[src/rtl/mux_sel_sequencer.sv]
// mux_sel_sequencer: drives the select of the 16-way operand mux in the CNN
// datapath. It streams a window of mux inputs (base, len, wrapping modulo 16)
// for a programmed number of passes. Each selected sample is registered into
// a single-entry valid/ready output stage, so the consumer can stall the stream.
module mux_sel_sequencer #(
    parameter int DATA_W = 8,
    parameter int SEL_W  = 4,
    parameter int PASS_W = 8
) (
    input  logic              clk,
    input  logic              rst,
    input  logic              start,
    input  logic [SEL_W-1:0]  base,
    input  logic [SEL_W:0]    len,
    input  logic [PASS_W-1:0] passes,
    output logic [SEL_W-1:0]  sel,
    input  logic [DATA_W-1:0] mux_data,
    output logic [DATA_W-1:0] out_data,
    output logic              out_valid,
    input  logic              out_ready,
    output logic              out_last,
    output logic              out_final,
    output logic              busy,
    output logic              done
);

    typedef enum logic [1:0] {IDLE, RUN, DRAIN} state_t;

    localparam logic [SEL_W-1:0]  PTR_ONE  = 1;
    localparam logic [SEL_W:0]    CNT_ONE  = 1;
    localparam logic [PASS_W-1:0] PASS_ONE = 1;

    state_t            state;
    logic [SEL_W-1:0]  ptr;
    logic [SEL_W:0]    cnt;
    logic [PASS_W-1:0] pass_cnt;
    logic [SEL_W-1:0]  base_q;
    logic [SEL_W:0]    len_q;
    logic [PASS_W-1:0] passes_q;

    logic load;
    logic pass_end;
    logic job_end;

    // The output stage takes a new beat whenever it is empty or being drained.
    assign load     = !out_valid || out_ready;
    assign pass_end = (cnt == len_q - CNT_ONE);
    assign job_end  = pass_end && (pass_cnt == passes_q - PASS_ONE);

    // The pointer always names the next beat to be loaded, so it drives the mux directly.
    assign sel  = ptr;
    assign busy = (state != IDLE);

    // Job FSM: window pointer, pass counting and the registered output stage.
    always_ff @(posedge clk) begin
        if (rst) begin
            state     <= IDLE;
            ptr       <= '0;
            cnt       <= '0;
            pass_cnt  <= '0;
            out_data  <= '0;
            out_valid <= 1'b0;
            out_last  <= 1'b0;
            out_final <= 1'b0;
            done      <= 1'b0;
        end else begin
            done <= 1'b0;
            case (state)
                IDLE: begin
                    if (start) begin
                        if (len != '0 && passes != '0) begin
                            base_q   <= base;
                            len_q    <= len;
                            passes_q <= passes;
                            ptr      <= base;
                            cnt      <= '0;
                            pass_cnt <= '0;
                            state    <= RUN;
                        end else begin
                            // Empty job: complete immediately with no beats.
                            done <= 1'b1;
                        end
                    end
                end
                RUN: begin
                    if (load) begin
                        out_data  <= mux_data;
                        out_valid <= 1'b1;
                        out_last  <= pass_end;
                        out_final <= job_end;
                        if (pass_end) begin
                            ptr      <= base_q;
                            cnt      <= '0;
                            pass_cnt <= pass_cnt + PASS_ONE;
                            if (job_end) begin
                                state <= DRAIN;
                            end
                        end else begin
                            ptr <= ptr + PTR_ONE;
                            cnt <= cnt + CNT_ONE;
                        end
                    end
                end
                DRAIN: begin
                    // Wait for the final beat to be taken, then signal completion.
                    if (out_valid && out_ready) begin
                        out_valid <= 1'b0;
                        out_last  <= 1'b0;
                        out_final <= 1'b0;
                        done      <= 1'b1;
                        state     <= IDLE;
                    end
                end
                default: begin
                    state <= IDLE;
                end
            endcase
        end
    end

endmodule

[config.mk]
export PLATFORM = sky130hd
export DESIGN_NAME = mux_sel_sequencer
export DESIGN_NICKNAME = d
export VERILOG_FILES = /design/src/rtl/mux_sel_sequencer.sv
export SDC_FILE = /design/constraint.sdc
export NUM_CORES = 1
export LEC_CHECK = 0
export CELL_PAD_IN_SITES_DETAIL_PLACEMENT = 1
export CELL_PAD_IN_SITES_GLOBAL_PLACEMENT = 1
export CORE_MARGIN = 5
export CORE_UTILIZATION = 43
export CTS_CLUSTER_SIZE = 24
export DETAILED_ROUTE_END_ITERATION = 10
export HOLD_SLACK_MARGIN = 0.02
export PLACE_DENSITY = 0.9
export REMOVE_ABC_BUFFERS = 1
export SETUP_SLACK_MARGIN = 0.2
export SLEW_MARGIN = 30
export SYNTH_ARGS = -nofsm -noshare
export SYNTH_HDL_FRONTEND = slang
export SYNTH_SLANG_ARGS = --single-unit
export TNS_END_PERCENT = 30
[constraint.sdc]
create_clock -name clk -period 5.12 [get_ports clk]
set_input_delay 1.024 -clock clk [delete_from_list [all_inputs] [get_ports clk]]
set_output_delay 1.024 -clock clk [all_outputs]
set_load 0.01 [all_outputs]
# After elaboration in Yosys (flattened, before gate mapping)
# Index checks and enable logic that the tools add are counted.
[word_totals] wordCells=78 out_inout_bits=17 register_bits=48 inputBits=29
[op_classes] muxes=33 n_reduce_logical=17 n_eq_ne=10 n_addsub=5 bitwise_logic=1
[ops] op="$mux 8" n=4
[ops] op="$mux 5" n=4
[ops] op="$mux 4" n=4
[ops] op="$pmux 8 s2" n=1
[ops] op="$mux 2" n=6
[ops] op="$ne 2x2->1 const B" n=6
[ops] op="$pmux 5 s2" n=1
[ops] op="$add 8x1->8 const B" n=1
[ops] op="$eq 8x8->1" n=1
[ops] op="$pmux 1 s2" n=4
[ops] op="$pmux 4 s2" n=1
[ops] op="$reduce_and 4->1" n=2
[ops] op="$reduce_bool 8->1" n=1
[ops] op="$sub 8x1->8 const B" n=1
[ops] op="$mux 1" n=7
[ops] op="$pmux 2 s3" n=1
[ops] op="$reduce_and 6->1" n=1
[ops] op="$reduce_bool 2->1" n=3
[ops] op="$add 5x1->5 const B" n=1
[ops] op="$eq 5x5->1" n=1
[ops] op="$reduce_and 5->1" n=1
[ops] op="$reduce_bool 5->1" n=1
[ops] op="$sub 5x1->5 const B" n=1
[ops] op="$add 4x1->4 const B" n=1
[ops] op="other kinds (9)" n=11

# Logic depth before layout (Yosys ltp)
# Gate-level depths: netlist of the first run.
[depth] depth_word=7 ltp_mapped=8 depth_no_buf=7

# Least setup slack after synthesis of the first run
# No wires, ideal clock.
[synth_path] path_kind="input-to-reg" from="input port passes[1]" to="register base_q[0] (enable)" stages=4 arrival_ns=2.225 setup_slack_ns=2.505 path_buffers=0 setup_ns=0.390 t_required_ns=4.730 path_cell_list="nor4_1 -> a22oi_1 -> nand3_1 -> nor2_1"
[synth_via] elab_chain_cells=3
[synth_lines] item="start: declaration" line_no="15" text="input logic [PASS_W-1:0] passes,"
[synth_lines] item="$reduce_bool 8->1" line_no="71" text="if (len != '0 && passes != '0) begin"
[synth_lines] item="$logic_and 1x1->1" line_no="71"
[synth_lines] item="$reduce_and 4->1 (no line)"
[synth_lines] item="end signal: assignment" line_no="72" text="base_q <= base;"
[synth_lines] item="end: declaration" line_no="37" text="logic [SEL_W-1:0] base_q;"
# No other way between the ends.
# A chain may end at the register's enable or synchronous reset.

# Worst setup path after layout of the first run
[layout_path] from="input port passes[1]" to="register cnt[3]"
[layout_via] elab_chain_cells=4
[layout_lines] item="$reduce_bool 8->1" line_no="71"
[layout_lines] item="$logic_and 1x1->1" line_no="71"
[layout_lines] item="$ne 2x2->1 (no line)"
[layout_lines] item="$reduce_and 4->1 (no line)"
[layout_lines] item="end signal: assignment" line_no="100" text="cnt <= cnt + CNT_ONE;"
[layout_lines] item="end: declaration" line_no="35" text="logic [SEL_W:0] cnt;"
# No other way between the ends.

==> results of run 1 <==
[worst max-delay path by stage]
stage	endpoint	slack (ns)	start
after floorplan	base_q[0]$_DFFE_PP_	2.50	passes[1]
after detailed placement	pass_cnt[3]$_SDFFE_PP0P_	1.63	passes[1]
after global routing	cnt[3]$_SDFFE_PP0P_	1.78	passes[1]
after global placement	pass_cnt[3]$_SDFFE_PP0P_	1.82	passes[1]
after CTS	pass_cnt[3]$_SDFFE_PP0P_	1.94	passes[1]
final	cnt[3]$_SDFFE_PP0P_	1.97	passes[1]
[sequential cells by signal (all words and copies together) (netlist names), 2 cells and up]
name / flops
base_q: 4
cnt: 5
len_q: 5
out_data: 8
pass_cnt: 8
passes_q: 8
sel: 4
state: 2
[final cells by class]
class / instances / area, um^2 / share of cell area (%)
clock buffer: 7 / 76.3 / 2.47
timing repair buffer: 47 / 465 / 15.1
inverter: 15 / 56.3 / 1.82
multi-input combinational: 186 / 1260 / 40.9
tap: 72 / 90.1 / 2.92
sequential: 48 / 1130 / 36.6
clock inverter: 1 / 5.00 / 0.162
[through the flow]
stage                     util, %  power [uW]  instance area (um^2)  hold WS [ns]
after global placement       53.8         556                  3000         0.441
after floorplan                 -         496                  2440         0.455
after CTS                    55.3         779                  3080         0.465
after detailed placement     53.8         563                  3000         0.450
final                        55.4         778                  3090         0.461
after global routing         55.4         815                  3090         0.498
[logic make-up (layout without fill, tap and decap cells)]
logic type / Yosys count / after routing
flip-flops: 48 / 48
multiplexers: 10 / 10
XOR/XNOR: 21 / 21
buffers and inverters: 24 / 70
AO/OA/AOI/OAI: 57 / 57
AND/OR/NAND/NOR: 93 / 93
adder cells (fa/ha/maj): 5 / 5
[per-layer routing]
metal  wire length, um  GRT usage, %
met1              2980          22.4
met3               339          5.38
met2              3410          34.3
met5                 0             0
met4                55          4.46
[report_power, final]
part	switching, uW	total, uW	internal [uW]	leakage (uW)
logic	66.0	128	61.6	0.000653
registers	15.6	427	411	0.000410
clock network	128	224	96.2	0.0000422
[cell usage in the layout, fill, tap and decap left out, types with 7 or more instances in the layout]
master	count
nand3_1	11
nor2_1	9
xor2_1	11
nor3_1	7
a21oi_1	17
mux2i_1	10
xnor2_1	9
edfxtp_1	17
inv_1	14
nand2b_1	9
a211oi_1	7
clkdlybuf4s50_1	45
dfxtp_1	31
nand2_1	31
[critical path, delay by kind of cell]
kind	cells	cell delay (ns)
simple gates	2	0.88
compound gates	3	1.02
buf+inv	1	0.43
==> results.py, run 1 <==
metrics = {
    "timing": {
        "tightestPinTransition_ns": 0.865,
        "setup_slack_ns": 1.97,
        "hold_viol": 0,
        "fmax_mhz": 318,
        "clock_skew_ns": 0.00580,
        "fin_tns_setup_ns": 0,
        "finalSetupViolCount": 0,
        "maxSlewHeadroom_pct": 42.2,
        "post-route-period-util_pct": 61.5,
        "period_needed_ns": 3.15,
        "rsz0062_at_grt": "no",
        "finalMaxSlewViolations": 0,
    },
    "min_path": {
        "min_from": "out_data[6]$_SDFFE_PP0P_",
        "hp-class": "reg2reg",
        "min_delay_path_depth": 2,
        "hold_end": "out_data[6]$_SDFFE_PP0P_",
    },
    "global_routing": {
        "grt_util_all_layers_pct": 19.1,
        "grt_pass1_vias": 2339,
        "overflow": 0,
        "antenna_found_initial": 0,
        "grt_pass1_wl_um": 11200,
        "grt_max_degree": 23,
    },
    "clock_network": {
        "cts_resized": 0,
        "cts_tree": "yes",
        "cts_sinks": 48,
        "clkLatencyLatePin_ns": 0.30,
        "clockBufferDepth": 2,
        "ctsHoldBuffers": 0,
        "clk_pin_slew_ns": 0.09,
        "cts_setup_buffers": 0,
        "cts-buffers-inserted": 5,
        "root_buffer": "clkbuf_8",
        "htreeDepth": 2,
    },
    "setup_path": {
        "required_ns": 5.33,
        "cpMaxStageDelayCell": "nor4_1",
        "ff2ff_path_depth": 5,
        "r2r_slack_ns": 2.56,
        "crit_type": "in2reg",
        "crit_path_cell_trace": "clkdlybuf4s50_1, nor4_1, a221oi_2, o21ai_2, a21oi_1, nor3_1",
        "crit_path_start_kind": "input pin",
        "crit_path_end_kind": "register",
        "slowest_delay_ns": 0.61,
        "crit_arrival_ns": 3.35,
        "rr_startpoint": "state[0]$_SDFFE_PP0P_",
        "worstPathMaxFanout": 13,
        "reg2reg_to": "pass_cnt[0]$_SDFFE_PP0P_",
    },
    "place": {
        "hpwlAfterDp_um": 5230,
        "dp.cells": 368,
        "globalplace.congestion": 0.773,
        "pre_cts_slack_ns": 1.63,
        "io_buffers": 45,
    },
    "floorplanning": {
        "io_pins": 46,
        "rows": 27,
        "start_util_pct": 44.7,
        "fp.dieW_um": 86.1,
        "core_region_area_um2": 5570,
        "die_area_um2": 7420,
        "die_h_um": 86.1,
    },
    "drt": {
        "wl_per_cell_um": 18.0,
        "drt_iter0_markers": 68,
        "dr.pass1.iters": 4,
        "vias_per_cell": 5.63,
        "vias": 2116,
        "wl_um": 6780,
        "final_antenna_net_count": 0,
        "drc": 0,
    },
    "synthesis": {
        "avgSynthCellArea_um2": 9.66,
        "netlist_top_cells_area": "dfxtp_1 25%, edfxtp_1 20%, nand2_1 4.7%",
        "synth_top_cell_area_share_pct": 24.9,
        "syn_area_um2": 2490,
        "synth_mux_area_share_pct": 4.02,
        "yosysUniqueCellTypes": 56,
        "synth_cells": 258,
        "post-synth-top-area-cell": "dfxtp_1",
        "synth_top_family_by_area": "simple AND/OR/NAND/NOR gates",
        "ys_warn_count": 0,
        "synth-seq-cells": 48,
        "synth.top_cells.by_count": "31 x dfxtp_1, 31 x nand2_1, 17 x a21oi_1, 17 x edfxtp_1, 14 x inv_1",
        "synth_compound_area_share_pct": 16.6,
        "yosysSeqAreaShare_pct": 45.4,
        "synth_edf_count": 17,
        "yosys.area_share.adder_pct": 2.51,
        "synthXorXnorAreaFrac_pct": 7.94,
        "synth_ff_type": "dfxtp_1",
        "synthArstFlopShare_pct": 0,
        "yosys.area_share.simple_pct": 19.4,
    },
    "final_layout": {
        "num_antenna_cells": 0,
        "nNetsFinal": 337,
        "stdcell_count": 376,
        "fillers": 637,
        "syn_to_final_growth_pct": 24.0,
        "final_layout_size_suffix_gt1_share_pct": 6.58,
    },
    "pwr": {
        "power_leakage_uw": 0.00111,
        "pwr_density_cell_nw_per_um2": 252,
        "max-vdd-ir-drop_v": 0.000131,
    },
    "job": {
        "maxCapViolCount": 0,
    },
    "outcome": {
        "status": "complete, no violations",
    },
}
Power figures use the tool's default switching activity.
==> run 2: changes to the inputs <==
- CORE_UTILIZATION: 43 -> 40
- PLACE_DENSITY: 0.9 -> 0.85
- clock period: 5.12 -> 3.3 ns (I/O delays scaled with it)
==> run 2 against run 1 <==
  * Clock power grew 97%
  * Power grew 68%
  * Flip-flop and latch count is the same
  * Die area grew 6.6%
  * Clock skew grew 0.0043 ns
  * Critical path type unchanged
  * Largest cell class unchanged
==> results.py, run 2 (synthesized netlist as in run 1, its figures left out) <==
metrics = {
    "outcome": {
        "status": "complete, no violations",
    },
    "timing": {
        "finalSetupViolCount": 0,
        "fin_tns_setup_ns": 0,
        "period_needed_ns": 2.63,
        "hold_viol": 0,
        "tightestPinTransition_ns": 0.677,
        "post-route-period-util_pct": 79.6,
        "finalMaxSlewViolations": 0,
        "fmax_mhz": 381,
        "clock_skew_ns": 0.0101,
        "maxSlewHeadroom_pct": 54.8,
        "setup_slack_ns": 0.674,
        "rsz0062_at_grt": "no",
    },
    "setup_path": {
        "crit_type": "in2reg",
        "r2r_slack_ns": 0.98,
        "crit_start": "passes[0]",
        "required_ns": 3.52,
        "crit_path_start_kind": "input pin",
        "worstPathMaxFanout": 11,
        "reg2reg_to": "state[0]$_SDFFE_PP0P_",
        "crit_arrival_ns": 2.85,
        "rr_startpoint": "len_q[0]$_DFFE_PP_",
        "ff2ff_path_depth": 7,
        "crit_path_end_kind": "register",
    },
    "min_path": {
        "hp-class": "reg2reg",
        "min_delay_path_depth": 2,
        "hold_end": "out_data[2]$_SDFFE_PP0P_",
        "min_from": "out_data[2]$_SDFFE_PP0P_",
    },
    "floorplanning": {
        "core_region_area_um2": 5990,
        "die_h_um": 88.9,
        "io_pins": 46,
        "start_util_pct": 41.6,
        "fp.dieW_um": 88.9,
        "rows": 28,
        "die_area_um2": 7910,
    },
    "final_layout": {
        "final_common_cell": "clkdlybuf4s50_1",
        "top_regs": "out_data: 8 flops, pass_cnt: 8 flops, passes_q: 8 flops",
        "syn_to_final_growth_pct": 27.0,
        "nNetsFinal": 343,
        "final_layout_size_suffix_gt1_share_pct": 8.39,
        "final_core_util_pct": 52.8,
        "num_antenna_cells": 0,
        "layout_common_cells": "45 x clkdlybuf4s50_1, 31 x nand2_1, 31 x dfxtp_1",
    },
    "global_routing": {
        "grt_pass1_wl_um": 11100,
        "grt_max_degree": 22,
        "antenna_found_initial": 0,
        "grt_pass1_vias": 2287,
        "grt_util_all_layers_pct": 18.2,
        "overflow": 0,
    },
    "pwr": {
        "pwr_density_cell_nw_per_um2": 413,
        "power_leakage_uw": 0.00115,
        "p_int_uw": 968,
        "p_switching_uw": 340,
        "comb_power_share_pct": 15.6,
        "p_clk_share_pct": 33.8,
        "p_seq_share_pct": 50.7,
        "swShare_pct": 26.0,
        "max-vdd-ir-drop_v": 0.000318,
    },
    "clock_network": {
        "cts_setup_buffers": 0,
        "cts-buffers-inserted": 5,
        "clockBufferDepth": 2,
        "root_buffer": "clkbuf_8",
        "htreeDepth": 2,
        "cts_tree": "yes",
        "cts_sinks": 48,
        "clk_pin_slew_ns": 0.10,
        "ctsHoldBuffers": 0,
        "cts_resized": 0,
        "clkLatencyLatePin_ns": 0.31,
    },
    "place": {
        "io_buffers": 45,
        "pre_cts_slack_ns": 0.355,
        "globalplace.congestion": 0.792,
        "hpwlAfterDp_um": 5020,
    },
    "drt": {
        "dr.pass1.iters": 4,
        "vias": 2142,
        "wl_per_cell_um": 17.2,
        "drc": 0,
        "drt_iter0_markers": 76,
        "vias_per_cell": 5.56,
        "wl_um": 6630,
        "final_antenna_net_count": 0,
    },
    "job": {
        "maxCapViolCount": 0,
    },
}
==> run 2: cell count changes in the layout (fill, tap and decap cells not counted), sizes merged <==
cell,change
buf,+6
bufinv,+1
clkinv,-1
clkinvlp,+1
clkbuf,-2
inv,+1
==> run 2: metrics by stage <==
step | power [uW] | hold slack (ns) | instance area, um^2 | cells
floorplan | 770 | 0.455 | 2440 | 249
global route | 1360 | 0.491 | 3160 | 385
finish | 1310 | 0.460 | 3160 | 385
global placement | 872 | 0.441 | 3050 | 377
detailed placement | 880 | 0.450 | 3050 | 377
CTS | 1320 | 0.464 | 3160 | 385
==> run 2: how the worst max path moves through the flow <==
stage	slack [ns]	to	cells after the start
2_1_floorplan	1.05	base_q[0]$_DFFE_PP_	4
3_3_place_gp	0.52	pass_cnt[1]$_SDFFE_PP0P_	6
3_5_place_dp	0.36	cnt[2]$_SDFFE_PP0P_	6
4_1_cts	0.64	cnt[3]$_SDFFE_PP0P_	6
5_1_grt	0.45	cnt[3]$_SDFFE_PP0P_	6
6_report	0.67	cnt[3]$_SDFFE_PP0P_	6
==> run 2: final cells by class <==
class | count | area (um^2)
Fill cell | 694 | 2830
Multi-Input combinational cell | 186 | 1260
Sequential cell | 48 | 1130
Timing Repair Buffer | 53 | 510
Tap cell | 75 | 93.8
Clock buffer | 5 | 68.8
Inverter | 15 | 56.3
Clock inverter | 3 | 46.3
==> run 2: metal layers <==
| layer | part of all wire (%) | track usage, % | vias up |
|---|---|---|---|
| met5 | 0 | 0 | - |
| met4 | 1.7 | 6.18 | 0 |
| met3 | 5.6 | 4.79 | 12 |
| met2 | 49 | 31.4 | 44 |
| met1 | 44 | 22.0 | 1049 |
| li1 | - | - | 1037 |
==> run 2: worst max-delay path, stage by stage <==
cell             delay, ns
clkdlybuf4s50_1       0.44
nor4_1                0.58
a221oi_2              0.23
o21ai_2               0.44
a21oi_1               0.21
nor3_1                0.29
==> run 2: power by group through the flow <==
stage               Combinational [uW]  Sequential (uW)  Clock [uW]
finish                             204              662         442
global route                       225              666         472
CTS                                205              662         450
detailed placement                 204              676           0
global placement                   198              674           0
floorplan                         93.7              676           0
==> run 3: changes to the inputs <==
- CORE_UTILIZATION: 40 -> 36
- PLACE_DENSITY: 0.85 -> 0.81
- clock period: 3.3 -> 2.3 ns (I/O delays scaled with it)
==> run 3 against run 2 <==
  * Via count up 4.0%
  * Power up 49%
  * Critical path depth down 1
  * Sequential share of layout area down 3.5 points
  * Combinational power up 79%
  * Critical path type is now reg2reg
  * Highest routed layer unchanged
==> results.py, run 3 (synthesized netlist as in run 1, its figures left out) <==
metrics = {
    "outcome": {
        "status": "complete, no violations",
    },
    "pwr": {
        "power_leakage_uw": 0.00129,
        "swShare_pct": 26.7,
        "p_int_uw": 1430,
        "p_seq_share_pct": 48.9,
        "max-vdd-ir-drop_v": 0.000246,
        "comb_power_share_pct": 18.8,
        "pwr_density_cell_nw_per_um2": 554,
        "p_clk_share_pct": 32.3,
        "p_switching_uw": 519,
    },
    "clock_network": {
        "root_buffer": "clkbuf_8",
        "cts_tree": "yes",
        "htreeDepth": 2,
        "ctsHoldBuffers": 0,
        "clockBufferDepth": 2,
        "cts-buffers-inserted": 5,
        "clkLatencyLatePin_ns": 0.31,
        "cts_sinks": 48,
        "clk_pin_slew_ns": 0.09,
    },
    "floorplanning": {
        "die_h_um": 93.2,
        "io_pins": 46,
        "fp.dieW_um": 93.2,
        "rows": 30,
        "start_util_pct": 36.9,
        "die_area_um2": 8680,
        "core_region_area_um2": 6760,
    },
    "global_routing": {
        "grt_busiest_layer": "met2",
        "antenna_found_initial": 0,
        "grt_util_met3_pct": 4.51,
        "gr-usage-met1_pct": 21.1,
        "grt_pass1_wl_um": 11900,
        "grt_max_degree": 17,
        "overflow": 0,
        "use_met2_pct": 30.5,
        "grt_util_all_layers_pct": 17.3,
        "grt_pass1_vias": 2353,
    },
    "setup_path": {
        "ff2ff_path_depth": 5,
        "r2r_slack_ns": 0.23,
        "required_ns": 2.50,
        "crit_path_start_kind": "register",
        "worst-path-buf-inv": 0,
        "reg2reg_to": "state[0]$_SDFFE_PP0P_",
        "crit_path_end_kind": "register",
        "cp.depth": 5,
        "cpMaxStageDelayCell": "edfxtp_1",
        "crit_arrival_ns": 2.27,
        "rr_startpoint": "passes_q[1]$_DFFE_PP_",
        "crit_type": "reg2reg",
        "crit_path_cell_trace": "or2_2, nor4_2, xnor2_1, a2111o_1, o31a_1",
        "crit_start": "passes_q[1]$_DFFE_PP_",
        "slowest_delay_ns": 0.48,
        "worstPathMaxFanout": 5,
        "crit_path_end": "state[0]$_SDFFE_PP0P_",
        "cp_top_family": "compound AO/OA/AOI/OAI gates",
    },
    "final_layout": {
        "nNetsFinal": 368,
        "final_layout_size_suffix_gt1_share_pct": 19.4,
        "final_core_util_pct": 52.0,
        "stdcell_count": 415,
        "layout_common_cells": "45 x clkdlybuf4s50_1, 31 x nand2_1, 29 x dfxtp_1",
        "syn_to_final_growth_pct": 41.0,
        "top_regs": "out_data: 8 flops, pass_cnt: 8 flops, passes_q: 8 flops",
        "num_antenna_cells": 0,
        "final_common_cell": "clkdlybuf4s50_1",
    },
    "place": {
        "io_buffers": 45,
        "dp.cells": 394,
        "hpwlAfterDp_um": 5210,
        "globalplace.congestion": 0.767,
    },
    "timing": {
        "finalSetupViolCount": 0,
        "fmax_mhz": 484,
        "finalMaxSlewViolations": 0,
        "rsz0062_at_grt": "yes",
        "period_needed_ns": 2.07,
        "hold_viol": 0,
        "post-route-period-util_pct": 89.9,
        "fin_tns_setup_ns": 0,
        "maxSlewHeadroom_pct": 74.1,
        "clock_skew_ns": 0.0167,
        "tightestPinTransition_ns": 0.388,
    },
    "drt": {
        "vias_per_cell": 5.37,
        "vias": 2227,
        "wl_per_cell_um": 18.0,
        "drc": 0,
        "final_antenna_net_count": 0,
        "wl_um": 7490,
        "dr.pass1.iters": 4,
        "drt_iter0_markers": 87,
    },
    "min_path": {
        "min_delay_path_depth": 2,
        "hp-class": "reg2reg",
    },
    "job": {
        "maxCapViolCount": 0,
    },
}
[run 3: changes by cell type in the layout (fill, tap and decap cells not counted), sizes merged]
cell,before,now
clkinv,1,2
buf,8,33
clkinvlp,1,0
clkbuf,5,6
inv,15,14
[run 3: timing repair]
action,4_1_cts,5_1_grt
hold endpoints to repair,0,0
cloned,0,1
endpoints found under the setup margin,18,38
setup buffers,3,9
pin swaps,2,5
resized for setup,9,17
[run 3: worst min-delay path by stage]
| stage | from | endpoint | slack [ns] |
|---|---|---|---|
| 5_1_grt | out_data[5]$_SDFFE_PP0P_ | out_data[5]$_SDFFE_PP0P_ | 0.49 |
| 3_3_place_gp | out_data[4]$_SDFFE_PP0P_ | out_data[4]$_SDFFE_PP0P_ | 0.44 |
| 6_report | out_data[5]$_SDFFE_PP0P_ | out_data[5]$_SDFFE_PP0P_ | 0.46 |
| 2_1_floorplan | pass_cnt[7]$_SDFFE_PP0P_ | pass_cnt[7]$_SDFFE_PP0P_ | 0.46 |
| 4_1_cts | out_data[5]$_SDFFE_PP0P_ | out_data[5]$_SDFFE_PP0P_ | 0.46 |
| 3_5_place_dp | out_data[5]$_SDFFE_PP0P_ | out_data[5]$_SDFFE_PP0P_ | 0.45 |
[run 3: area by class of cell]
class	instances	area, um^2
multi-input combinational	186	1400
fill	774	3240
inverter	15	56.3
clock inverter	2	35.0
clock buffer	6	72.6
timing repair buffer	78	719
tap	80	100
sequential	48	1130
[run 3: worst min-delay path, stage by stage, from the launching register on]
cell	delay, ns
dfxtp_1	0.32
nand2_1	0.05
a21oi_1	0.05
[run 3: stage by stage]
step	instance area, um^2	hold slack, ns	total power [uW]	setup WS, ns
finish	3510	0.457	1950	0.233
detailed placement	3160	0.451	1290	-0.249
global route	3510	0.488	2040	0.103
CTS	3350	0.463	1920	0.190
global placement	3160	0.440	1270	-0.0758
floorplan	2440	0.455	1100	0.111
[run 3: power by group through the flow]
| stage | clock [uW] | sequential, uW | combinational, uW |
|---|---|---|---|
| floorplan | 0 | 970 | 135 |
| finish | 629 | 951 | 366 |
| global route | 684 | 957 | 399 |
| detailed placement | 0 | 970 | 317 |
| CTS | 633 | 950 | 332 |
| global placement | 0 | 967 | 307 |
[run 3: per-layer routing]
| layer | vias to the layer above | share of wire [%] |
|---|---|---|
| li1 | 1086 | - |
| met1 | 1086 | 43 |
| met2 | 46 | 50 |
| met3 | 9 | 5.3 |
| met4 | 0 | 1.2 |
| met5 | - | 0 |
